==> config.mk <==
export PLATFORM = sky130hd
export DESIGN_NAME = gps_ack_peak
export DESIGN_NICKNAME = d
export VERILOG_FILES = /design/src/rtl/gps_ack_peak_pkg.sv /design/src/rtl/gps_ack_peak_lane_tracker.sv /design/src/rtl/gps_ack_peak.sv
export SDC_FILE = /design/constraint.sdc
export NUM_CORES = 1
export LEC_CHECK = 0
export BUFFER_PORTS_ARGS = -buffer_cell sky130_fd_sc_hd__buf_2
export CORE_UTILIZATION = 58
export CTS_BUF_LIST = sky130_fd_sc_hd__clkbuf_8
export DETAILED_ROUTE_END_ITERATION = 10
export HOLD_SLACK_MARGIN = 0.05
export PLACE_DENSITY_LB_ADDON = 0.3
export SYNTH_ARGS = -nofsm -noshare
export SYNTH_HDL_FRONTEND = slang
export SYNTH_SLANG_ARGS = --single-unit
==> constraint.sdc <==
create_clock -name clk -period 7.6 [get_ports clk]
set_input_delay 0.76 -clock clk [delete_from_list [all_inputs] [get_ports clk]]
set_output_delay 0.76 -clock clk [all_outputs]
set_load 0.1 [all_outputs]
==> src/rtl/gps_ack_peak_pkg.sv <==
// Shared types and constants for the acquisition peak tracker.
package gps_ack_pkg;

  localparam int unsigned NUM_LANES  = 4;
  localparam int unsigned NUM_PHASES = 1024;
  localparam logic [11:0] MID        = 12'd2048;

  typedef struct packed {
    logic [4:0]  sat;
    logic [9:0]  phase;
    logic [11:0] peak;
    logic [11:0] second;
    logic        detect;
  } lane_result_t;

  typedef enum logic {RIDLE, RSEND} rpt_state_t;
  typedef enum logic {IDLE, TRACK}  trk_state_t;

  // Distance of an integrator value from the zero-correlation midpoint.
  function automatic logic [11:0] corr_mag(input logic [11:0] x, input logic [11:0] mid);
    return (x >= mid) ? (x - mid) : (mid - x);
  endfunction

endpackage

==> src/rtl/gps_ack_peak_lane_tracker.sv <==
// Per-lane top-two magnitude tracker with peak phase.
// Optional GPS_ACK_PEAK_EXCL_ADJ_EN: samples within +/-1 phase of the
// current best never touch second (chip-neighbour leakage suppression).
module peak_lane_tracker #(
  parameter logic [11:0] MID = gps_ack_pkg::MID
) (
  input  logic        clk,
  input  logic        rst,
  input  logic        clr,
  input  logic        upd,
  input  logic [11:0] x,
  input  logic [9:0]  p,
  output logic [11:0] nxt_best,
  output logic [11:0] nxt_second,
  output logic [9:0]  nxt_phase
);
  import gps_ack_pkg::*;

  logic [11:0] best;
  logic [11:0] second;
  logic [9:0]  best_phase;
  logic [11:0] mag;
  logic        adj;

  // Post-update values; exposed so a sweep-end sample lands in the snapshot.
  always_comb begin
    mag        = corr_mag(x, MID);
    nxt_best   = best;
    nxt_second = second;
    nxt_phase  = best_phase;
`ifdef GPS_ACK_PEAK_EXCL_ADJ_EN
    adj = (p == best_phase) | (p == best_phase + 10'd1) | (p == best_phase - 10'd1);
`else
    adj = 1'b0;
`endif
    if (mag > best) begin
      nxt_best  = mag;
      nxt_phase = p;
      if (!adj) nxt_second = best;
    end else if ((mag > second) && !adj) begin
      nxt_second = mag;
    end
  end

  // Tracker registers; clear has priority over an update.
  always_ff @(posedge clk) begin
    if (rst || clr) begin
      best       <= '0;
      second     <= '0;
      best_phase <= '0;
    end else if (upd) begin
      best       <= nxt_best;
      second     <= nxt_second;
      best_phase <= nxt_phase;
    end
  end

endmodule

==> src/rtl/gps_ack_peak.sv <==
// Acquisition peak detector: four lane trackers, sweep-end snapshot and
// a valid/ready result stream. Optional feature macro:
// GPS_ACK_PEAK_EXCL_ADJ_EN (see peak_lane_tracker).
module gps_ack_peak #(
  parameter logic [11:0] PEAK_THRESH = 12'd300,
  parameter logic [11:0] PEAK_MARGIN = 12'd100,
  parameter logic [11:0] MID         = 12'd2048
) (
  input  logic        clk,
  input  logic        rst,
  input  logic        ack_start,
  input  logic        corr_complete,
  input  logic [9:0]  code_phase,
  input  logic [4:0]  sat0,
  input  logic [4:0]  sat1,
  input  logic [4:0]  sat2,
  input  logic [4:0]  sat3,
  input  logic [11:0] integrator_0,
  input  logic [11:0] integrator_1,
  input  logic [11:0] integrator_2,
  input  logic [11:0] integrator_3,
  output logic        res_valid,
  input  logic        res_ready,
  output logic [4:0]  res_sat,
  output logic [9:0]  res_phase,
  output logic [11:0] res_peak,
  output logic [11:0] res_second,
  output logic        res_detect,
  output logic        sweep_overflow,
  output logic        busy
);
  import gps_ack_pkg::*;

  trk_state_t   trk_state, trk_next;
  rpt_state_t   rpt_state, rpt_next;
  logic         tracking;
  logic         corr_d;
  logic         stb, sweep_end, last_accept, snap_load;
  logic [9:0]   p;
  logic [1:0]   lane;
  logic [11:0]  integ [NUM_LANES];
  logic [4:0]   sats  [NUM_LANES];
  logic [11:0]  nb    [NUM_LANES];
  logic [11:0]  ns    [NUM_LANES];
  logic [9:0]   np    [NUM_LANES];
  lane_result_t snap  [NUM_LANES];

  // Lane input fan-in and strobe qualification.
  always_comb begin
    integ[0] = integrator_0;
    integ[1] = integrator_1;
    integ[2] = integrator_2;
    integ[3] = integrator_3;
    sats[0]  = sat0;
    sats[1]  = sat1;
    sats[2]  = sat2;
    sats[3]  = sat3;
    p           = code_phase - 10'd1;
    stb         = corr_complete & ~corr_d & tracking & ~ack_start;
    sweep_end   = stb & (code_phase == '0);
    last_accept = (rpt_state == RSEND) & res_ready & (lane == 2'd3);
    snap_load   = sweep_end & ((rpt_state == RIDLE) | last_accept);
  end

  for (genvar g = 0; g < NUM_LANES; g++) begin : g_lane
    peak_lane_tracker #(.MID(MID)) u_trk (
      .clk        (clk),
      .rst        (rst),
      .clr        (ack_start | sweep_end),
      .upd        (stb),
      .x          (integ[g]),
      .p          (p),
      .nxt_best   (nb[g]),
      .nxt_second (ns[g]),
      .nxt_phase  (np[g])
    );
  end

  // Edge detector for the correlator done level.
  always_ff @(posedge clk) begin
    if (rst) corr_d <= 1'b0;
    else     corr_d <= corr_complete;
  end

  // Tracking FSM state register.
  always_ff @(posedge clk) begin
    if (rst) trk_state <= IDLE;
    else     trk_state <= trk_next;
  end

  // Tracking FSM next state: once started it runs sweeps back-to-back.
  always_comb begin
    trk_next = trk_state;
    if (ack_start) trk_next = TRACK;
  end

  // Tracking FSM outputs.
  always_comb begin
    tracking = (trk_state == TRACK);
  end

  // Report FSM state register.
  always_ff @(posedge clk) begin
    if (rst) rpt_state <= RIDLE;
    else     rpt_state <= rpt_next;
  end

  // Report FSM next state; a snapshot on the final accepted beat chains on.
  always_comb begin
    rpt_next = rpt_state;
    case (rpt_state)
      RIDLE:   if (snap_load) rpt_next = RSEND;
      RSEND:   if (last_accept) rpt_next = snap_load ? RSEND : RIDLE;
      default: rpt_next = RIDLE;
    endcase
    if (ack_start) rpt_next = RIDLE;
  end

  // Report FSM outputs, taken from the held snapshot.
  always_comb begin
    res_valid  = (rpt_state == RSEND);
    res_sat    = res_valid ? snap[lane].sat    : '0;
    res_phase  = res_valid ? snap[lane].phase  : '0;
    res_peak   = res_valid ? snap[lane].peak   : '0;
    res_second = res_valid ? snap[lane].second : '0;
    res_detect = res_valid ? snap[lane].detect : 1'b0;
    busy       = tracking | (rpt_state != RIDLE);
  end

  // Beat index, snapshot capture and sticky overflow flag.
  always_ff @(posedge clk) begin
    if (rst) begin
      lane           <= '0;
      sweep_overflow <= 1'b0;
      for (int unsigned i = 0; i < NUM_LANES; i++) snap[i] <= '0;
    end else if (ack_start) begin
      lane           <= '0;
      sweep_overflow <= 1'b0;
    end else begin
      if (snap_load) begin
        lane <= '0;
        for (int unsigned i = 0; i < NUM_LANES; i++) begin
          snap[i].sat    <= sats[i];
          snap[i].phase  <= np[i];
          snap[i].peak   <= nb[i];
          snap[i].second <= ns[i];
          snap[i].detect <= (nb[i] >= PEAK_THRESH) && ((nb[i] - ns[i]) >= PEAK_MARGIN);
        end
      end else if (res_valid && res_ready) begin
        lane <= lane + 2'd1;
      end
      if (sweep_end && !snap_load) sweep_overflow <= 1'b1;
    end
  end

endmodule

# [Word level (Yosys, flattened, before mapping)]
# Memories as Yosys holds them, arrays and structs flattened. A register that Yosys moved wholly into a read port is not among the register bits.
# Index checks and enable logic that the tools add are counted.
# Widths: inputs -> output; s select.
[op_classes] shift=0 div_mod_pow=0 multipliers=0 n_lt_le_gt_ge=20 muxes=55 bitwise=33 reduce_logical=11 eq_ne=1 n_addsub=14
[ops] cell="$mux 12" n=26
[ops] cell="$gt 12x12->1" n=8
[ops] cell="$mux 10" n=9
[ops] cell="$ge 12x12->1 const B" n=4
[ops] cell="$ge 12x7->1 const B" n=4
[ops] cell="$ge 12x9->1 const B" n=4
[ops] cell="$sub 12x12->12" n=4
[ops] cell="$sub 12x12->12 const A" n=4
[ops] cell="$sub 12x12->12 const B" n=4
[ops] cell="$mux 5" n=5
[ops] cell="$or 1x1->1" n=23
[ops] cell="$mux 1" n=12
[ops] cell="$logic_not 10->1" n=1
[ops] cell="$sub 10x1->10 const B" n=1
[ops] cell="$and 1x1->1" n=7
[ops] cell="$logic_and 1x1->1" n=6
[ops] cell="$mux 2" n=2
[ops] cell="$not 1->1" n=3
[ops] cell="$reduce_or 3->1" n=1
[ops] cell="$add 2x1->2 const B" n=1
[ops] cell="$eq 2x2->1 const B" n=1
[ops] cell="$pmux 1 s2" n=1
[ops] cell="$reduce_or 2->1" n=1
[ops] cell="$logic_not 1->1" n=1
[ops] cell="$logic_or 1x1->1" n=1
[totals] register_bits=142 inputBits=83 elab_cells=152 ram_bits=160 out_inout_bits=43 latchBits=0 memories=1 rom_bits=0
[memory_table] name="snap" depth=4 word_bits=40 read_ports=1 rd_clocked_by_memory_dff=1 wr=4 line="gps_ack_peak.sv:46" text="lane_result_t snap [NUM_LANES];"

# [Depth between registers and ports, before layout]
# Gate-level depths: netlist (run 1).
[logic_depth] ltp_word=11 depth_mapped=32 mapped_depth_nobuf=30

# [Modules after synthesis]
# From an unflattened synthesis (run 1), not the netlist that was laid out.
[unflattened] cells_unflattened=2317 area_unflattened_um2=20883.8
[by_module_without_submodules] module="gps_ack_peak" cells_per_inst=840 area_per_inst_um2=9995.8 seq_area_each_um2=4964.8 n_inst=1
[by_module_without_submodules] module="peak_lane_tracker at g_lane[0].u_trk ..." cells_per_inst=376 area_per_inst_um2=2727.6 seq_area_each_um2=680.7 n_inst=3
[by_module_without_submodules] module="peak_lane_tracker at g_lane[3].u_trk" cells_per_inst=349 area_per_inst_um2=2705.1 seq_area_each_um2=680.7 n_inst=1

# [Worst setup path before layout (run 1)]
# OpenSTA, ideal clock, no wires.
[synth_timing] path_type="input -> register" start="input port integrator_2[3]" end="memory snap[2][0] in the netlist's numbering (data pin)" cell_stages=27 setup_time_ns=0.146 required_ns=7.454 slack_ns=1.434 n_path_buf=1 t_arrival_ns=6.020 path_cell_list="nor3_1 > nand2b_1 > nor4_1 > a21oi_1 > xnor2_1 > ha_1 > a21o_1 > a21o_1 > a2111oi_0 > nor2_1 > clkbuf_1 > mux2i_1 > nor2_1 > a21oi_1 > ha_1 > nor2b_1 > o21ai_0 > a21boi_0 > o21ai_0 > a21boi_0 > o21ai_0 > a21oi_1 > o21ai_0 > mux2_2 > a22oi_1 > a211oi_1 > a21oi_1"
[synth_rtl] item="from (decl)" line="gps_ack_peak.sv:20" text="input logic [11:0] integrator_2,"
[synth_rtl] item="to (decl)" line="gps_ack_peak.sv:46"

==> metrics, run 1 <==
multiplexer area fraction after synthesis between 7 and 8%; overall die width between 150 and 200 µm; Post-Synthesis Cell Area 19400 µm²; port bufs 125; final-report setup violation count 0; P&R area growth vs syn 10.4%; DRC Markers 0; actual slew at the worst max-slew pin 1.03 ns; Worst R2R Path Depth 24; dpl cells 2632; fin crit share 86.4%; CTS tree done; status complete, no violations; internal power 3.04 mW; Die Y 185 µm; post-synthesis async set-or-reset flop share 0%; HP Class input port to register; CP Capture Type register; RSZ-0062 raised after global routing false; Sw Ratio 32.4%; Setup CP Type input port to register; Synth Area in Adders 9.53%; Logic pwr share between 20% and 30%; first-pass GRT wire length 79.9 mm; Worst EP arrival 7.01 ns; Synth Warn # 0; CTS root buffer clkbuf_8; hold wc startpoint rst; Vias 16300; worst reg2reg endpoint snap[2][0]; reg-to-reg critical path startpoint g_lane[2].u_trk.best[5]; CTS Buf Count 49; Max Cap Viol 0; commonest non-fill, non-tap cell in the layout nor2_1; sequential-to-total area share from yosys stat 39.5%; Design Area, Final 21500 µm²; num ports 126; fraction of layout cells with a size suffix above 1 roughly 14%; max_slew headroom 31.5%; WP data required 8.05 ns; Post-synth EDFFs 160; Seq pwr share between 30% and 40%; CP Launch Point integrator_2[3]; gpl congestion roughly 0.92; vias in the first global route 15400; wirelength, routed 50.5 mm; detailed placer's ending HPWL 36.0 mm; final cell count without fillers ~2700; max-slew violation count 0; most frequent cells in the layout nor2_1 (427), a21oi_1 (216), inv_1 (177), edfxtp_1 (160), a211oi_1 (146); CTS H-tree lvls 2; post-route ant nets 0; Nets 2468; Clk network pwr share 33.8%; Synth Area in Compound Gates 18.0%; Mean Syn Cell Area 9.00 µm²; Reg clk slew, reported paths 0.07 ns; Clock Latency Late Sink 0.59 ns; Max clock buf depth 3; Syn Nets 2387; hold-fix buffer count after cts 0; peak supply drop 0.135 mV; Simple-Gate Fraction of Synth Area 17.0%; Worst setup endpoint snap[2][0]; crit start category input port; wire per inst 18.5 µm; buffer count from post-CTS setup fixing 0; largest net degree at the start of global routing 129; P per Cell Area approximately 210 nW/µm²; ANT cells 0; Leak 8.40 nW; largest family of logic cells by synthesized area compound AO/OA/AOI/OAI gates; Area after DPL 20400 µm²; core area between 30000 and 40000 µm²; total congestion overflow 0; TritonCTS sink count just over 300; Psw around 1.5 mW; Synth Instances 2160; crit-path max FO 28; Die ar. 34300 µm²; r2r setup slk 1.77 ns; Iter 0 DRT Violations 1442; total track usage 29.7%; crit path time final 6.56 ns; initial antenna violation count 1; Resize count post-CTS 0; Initial Utilization 59.3%; setup TNS 0 ns; hold violation count in the final report 0; XOR/XNOR Fraction of Synth Area 3.28%; row cnt 66; Main synth FF type edfxtp_1; router iterations before antenna repair 5; Netlist cell types 82; Max Fclk around 0.15 GHz; skew final 0.0329 ns; Yosys reg bits 304; DR vias/cell 5.97
worst max-delay path, stage by stage:
cell and delay [ns]:
buf_2 0.12, nor3_1 0.29, nand2b_1 0.17, nor4_1 0.38
nand2_1 0.11, nor4_1 0.53, ha_1 0.29, nand4_1 0.10
nor2_1 0.18, o21ai_0 0.12, nand2b_1 0.12, a21oi_2 0.09
nor2_4 0.50, nor2_1 0.11, a21oi_1 0.36, ha_1 0.30
nor2b_1 0.13, o21ai_0 0.23, a21boi_0 0.16, o21ai_0 0.23
a21boi_0 0.15, o21ai_0 0.24, a21oi_1 0.13, o21ai_0 0.41
mux2_2 0.39, a22oi_1 0.16, a211oi_1 0.11, a21oi_1 0.15
Yosys cell counts (10+ instances only):
library cell	instances	share of area, %
nand2b_1	10	0.32
nand3_1	10	0.26
edfxtp_1	160	25
o21a_1	16	0.62
a21o_1	40	1.5
o21ai_0	40	1.0
buf_1	22	0.42
dfxtp_1	144	15
nand4_1	23	0.74
clkbuf_1	88	1.7
a21oi_1	216	5.6
and2_1	76	2.4
nand2_1	80	1.5
nor2b_1	17	0.55
ha_1	140	9.0
inv_1	165	3.2
nor2_1	429	8.3
mux2i_1	37	1.9
xnor2_1	33	1.5
nor4_1	11	0.35
xor2_1	38	1.7
mux4_2	40	4.6
nor3_1	36	0.93
a211oi_1	146	5.6
per-layer routing:
layer / vias to the layer above / track usage (%) / wire (µm)
met5: - / 0 / 13
met1: 7627 / 38.8 / 21100
met3: 126 / 3.62 / 3610
met4: 2 / 12.1 / 1850
li1: 7850 / - / -
met2: 654 / 49.9 / 23900
layout make-up:
cell class	count	area [µm²]
Multi-Input combinational cell	1573	10800
Clock inverter	39	314
Tap cell	442	553
Inverter	166	623
Sequential cell	304	7690
Timing Repair Buffer	147	803
Fill cell	2653	11300
Clock buffer	53	729
worst min-delay path by stage:
stage,endpoint,slack (ns),cells after the start
6_report,corr_d,0.39,2
5_1_grt,corr_d,0.37,2
4_1_cts,corr_d,0.36,2
3_5_place_dp,sweep_overflow,0.45,1
3_3_place_gp,g_lane[0].u_trk.best[5],0.46,2
2_1_floorplan,g_lane[0].u_trk.best[1],0.45,2
power by group through the flow:
stage          clock network [mW]  registers [mW]  logic [mW]
6_report                     1.52            1.78        1.19
5_1_grt                      1.61            1.79        1.31
4_1_cts                      1.53            1.78        1.17
3_5_place_dp                    0            1.82        1.16
3_3_place_gp                    0            1.82        1.12
2_1_floorplan                   0            1.81       0.894
per-stage QoR:
stage                     setup slack (ns)  hold WS, ns  util, %  total power, mW
after floorplan                       1.43        0.450        -             2.70
after global placement               0.984        0.458     62.3             2.94
after detailed placement             0.647        0.455     62.3             2.98
after CTS                             1.22        0.360     65.5             4.48
after global routing                 0.349        0.368     65.5             4.71
final                                 1.04        0.387     65.5             4.49
flip-flops by register name, summed over array words and instances (netlist names), named ones only:
register,count
snap,160
g_lane.u_trk.best,48
g_lane.u_trk.second,48
g_lane.u_trk.best_phase,40
lane,2
corr_d,1
res_valid,1
sweep_overflow,1
tracking,1
cell families (layout without fill, tap and decap cells):
group | Yosys count | after routing
AOI/OAI and AO/OA | 537 | 537
xor gates and xnor gates | 72 | 72
adders and majority gates | 146 | 146
buffers and inverters | 283 | 405
DFF | 304 | 304
muxes | 86 | 86
and+or+nand+nor | 732 | 732
No activity file was read; power rests on OpenSTA's default activity.
==> inputs of run 2 (changes only) <==
--- a/config.mk
+++ b/config.mk
@@ -6,9 +6,11 @@
 export NUM_CORES = 1
 export LEC_CHECK = 0
 export BUFFER_PORTS_ARGS = -buffer_cell sky130_fd_sc_hd__buf_2
-export CORE_UTILIZATION = 58
+export CORE_MARGIN = 2
+export CORE_UTILIZATION = 30
 export CTS_BUF_LIST = sky130_fd_sc_hd__clkbuf_8
 export DETAILED_ROUTE_END_ITERATION = 10
+export GPL_TIMING_DRIVEN = 0
 export HOLD_SLACK_MARGIN = 0.05
 export PLACE_DENSITY_LB_ADDON = 0.3
 export SYNTH_ARGS = -nofsm -noshare
==> metrics, run 2 (synthesized netlist as in run 1, its figures left out) <==
Vias 16900 (was 16300); DRC Markers 0 (unchanged); Worst EP arrival 7.45 ns (was 7.01 ns); crit start category input port (unchanged); pre-CTS setup slack -0.273 ns (was 0.647 ns); Leak 8.47 nW (was 8.40 nW); largest registers snap x160, g_lane.u_trk.best x48, g_lane.u_trk.second x48 (unchanged); detailed placer's ending HPWL 49.8 mm (was 36.0 mm); peak supply drop 0.111 mV (was 0.135 mV); CTS Buf Count 50 (was 49); CTS H-tree lvls 2 (unchanged); most frequent cells in the layout nor2_1 (429), a21oi_1 (215), inv_1 (181), edfxtp_1 (160), a211oi_1 (146) (was nor2_1 (427), a21oi_1 (216), inv_1 (177), edfxtp_1 (160), a211oi_1 (146)); # fillers 6714 (was 2653); CP max stage delay 0.61 ns (was 0.53 ns); row cnt 93 (was 66); max-slew violation count 0 (unchanged); Nets 2566 (was 2468); crit-path max FO 10 (was 28); reg-to-reg critical path startpoint g_lane[2].u_trk.best[5] (unchanged); core area 64200 µm² (was 32800 µm²); total congestion overflow 0 (unchanged); Logic pwr share 27.1% (was 26.5%); router iterations before antenna repair 5 (unchanged); fraction of layout cells with a size suffix above 1 12.5% (was 13.7%); CTS tree done (unchanged); HP Class input port to register (unchanged); fin crit share 93.7% (was 86.4%); P per Cell Area 205 nW/µm² (was 209 nW/µm²); wirelength, routed 64.9 mm (was 50.5 mm); gpl congestion 0.915 (was 0.925); commonest non-fill, non-tap cell in the layout nor2_1 (unchanged); wire per inst 20.0 µm (was 18.5 µm); dpl cells 3142 (was 2632); CP Capture Type register (unchanged); CP Launch Point integrator_0[4] (was integrator_2[3]); Reg clk slew, reported paths 0.07 ns (about the same); TritonCTS sink count 304 (unchanged); P&R area growth vs syn 14.7% (was 10.4%); Most Frequent Cell on Critical Path o21ai_0 (unchanged); max_slew headroom 27.5% (was 31.5%); Top reg by flops snap (unchanged); port bufs 124 (was 125); total track usage 18.9% (was 29.7%); hold violation count in the final report 0 (unchanged); Seq pwr share 39.0% (was 39.7%); RSZ-0062 raised after global routing false (unchanged); actual slew at the worst max-slew pin 1.08 ns (was 1.03 ns); crit path time final 7.12 ns (was 6.56 ns); initial antenna violation count 4 (was 1); Iter 0 DRT Violations 1406 (was 1442); skew final 0.0177 ns (was 0.0329 ns); largest net degree at the start of global routing 62 (was 129); internal power 3.07 mW (was 3.04 mW); slowest library cell on the worst path o21ai_0 (was nor4_1); Die ar. 66900 µm² (was 34300 µm²); status complete, no violations (unchanged); final-report setup violation count 0 (unchanged); max reg flops 160 (unchanged); Clk network pwr share 33.9% (was 33.8%); DR vias/cell 5.21 (was 5.97); CTS root buffer clkbuf_8 (unchanged); post-route ant nets 0 (unchanged); Psw 1.50 mW (was 1.45 mW); Die Y 259 µm (was 185 µm); WP data required 7.93 ns (was 8.05 ns); num ports 126 (unchanged); first-pass GRT wire length 97.7 mm (was 79.9 mm); Initial Utilization 30.3% (was 59.3%); vias in the first global route 16500 (was 15400); hold wc startpoint corr_complete (was rst); Clock Latency Late Sink 0.60 ns (was 0.59 ns); Max Fclk 0.140 GHz (was 0.152 GHz); overall die width 259 µm (was 185 µm); Max clock buf depth 3 (unchanged); post-layout util 34.7% (was 65.5%); Max Cap Viol 0 (unchanged); Sw Ratio 32.9% (was 32.4%); Setup CP Type input port to register (unchanged); setup ws final 0.481 ns (was 1.04 ns); final cell count without fillers 3237 (was 2724)
run 2: path summary, 6_finish.rpt:
| check | slack [ns] | cells after the start | endpoint |
|---|---|---|---|
| setup reg to reg | 1.44 | 25 | snap[2][0] |
| hold reg to reg | 0.47 | 1 | sweep_overflow |
| hold / removal | 0.42 | 2 | corr_d |
| setup / recovery | 0.48 | 29 | snap[0][0] |
run 2: worst max-delay path: cells and delay by family:
| family | cells | cell delay (ns) |
|---|---|---|
| AO/OA/AOI/OAI | 14 | 2.97 |
| AND/OR/NAND/NOR | 8 | 1.80 |
| XOR/XNOR | 1 | 0.35 |
| buffers and inverters | 4 | 0.86 |
| adder cells (fa/ha/maj) | 2 | 0.69 |
run 2: routing by layer:
| layer | track usage [%] | vias up | share of wire, % |
|---|---|---|---|
| met5 | 0 | - | 0 |
| met4 | 5.52 | 0 | 2.9 |
| met3 | 2.36 | 108 | 6.4 |
| met2 | 31.8 | 597 | 47 |
| met1 | 25.4 | 8123 | 44 |
| li1 | - | 8028 | - |
run 2: layout make-up:
cell class / instances / area (µm²) / area share [%]
buffer: 117 / 464 / 2.08
antenna: 1 / 2.50 / 0.0112
clock inverter: 38 / 299 / 1.34
timing repair buffer: 127 / 687 / 3.08
inverter: 166 / 623 / 2.79
tap: 855 / 1070 / 4.80
sequential: 304 / 7690 / 34.5
clock buffer: 56 / 771 / 3.45
multi-input combinational: 1573 / 10700 / 48.0
run 2: per-stage QoR:
stage	power, mW	TNS (ns)	hold slack (ns)	instance area (µm²)
after floorplan	2.70	0	0.450	19400
after global placement	3.00	-0.160	0.456	21100
after detailed placement	3.04	-0.609	0.456	21200
after CTS	4.59	0	0.377	22300
after global routing	4.79	0	0.395	22300
final	4.58	0	0.416	22300
run 2: power by group through the flow:
stage / logic (mW) / clock network, mW / registers [mW]
2_1_floorplan: 0.894 / 0 / 1.81
3_3_place_gp: 1.18 / 0 / 1.82
3_5_place_dp: 1.22 / 0 / 1.82
4_1_cts: 1.23 / 1.58 / 1.78
5_1_grt: 1.37 / 1.64 / 1.79
6_report: 1.24 / 1.55 / 1.78
run 2: repair_timing:
action / 4_1_cts / 5_1_grt
gates resized for setup: 0 / 6
setup buffers: 0 / 0
endpoints found under the setup margin: 0 / 3
hold buffers: 0 / 0
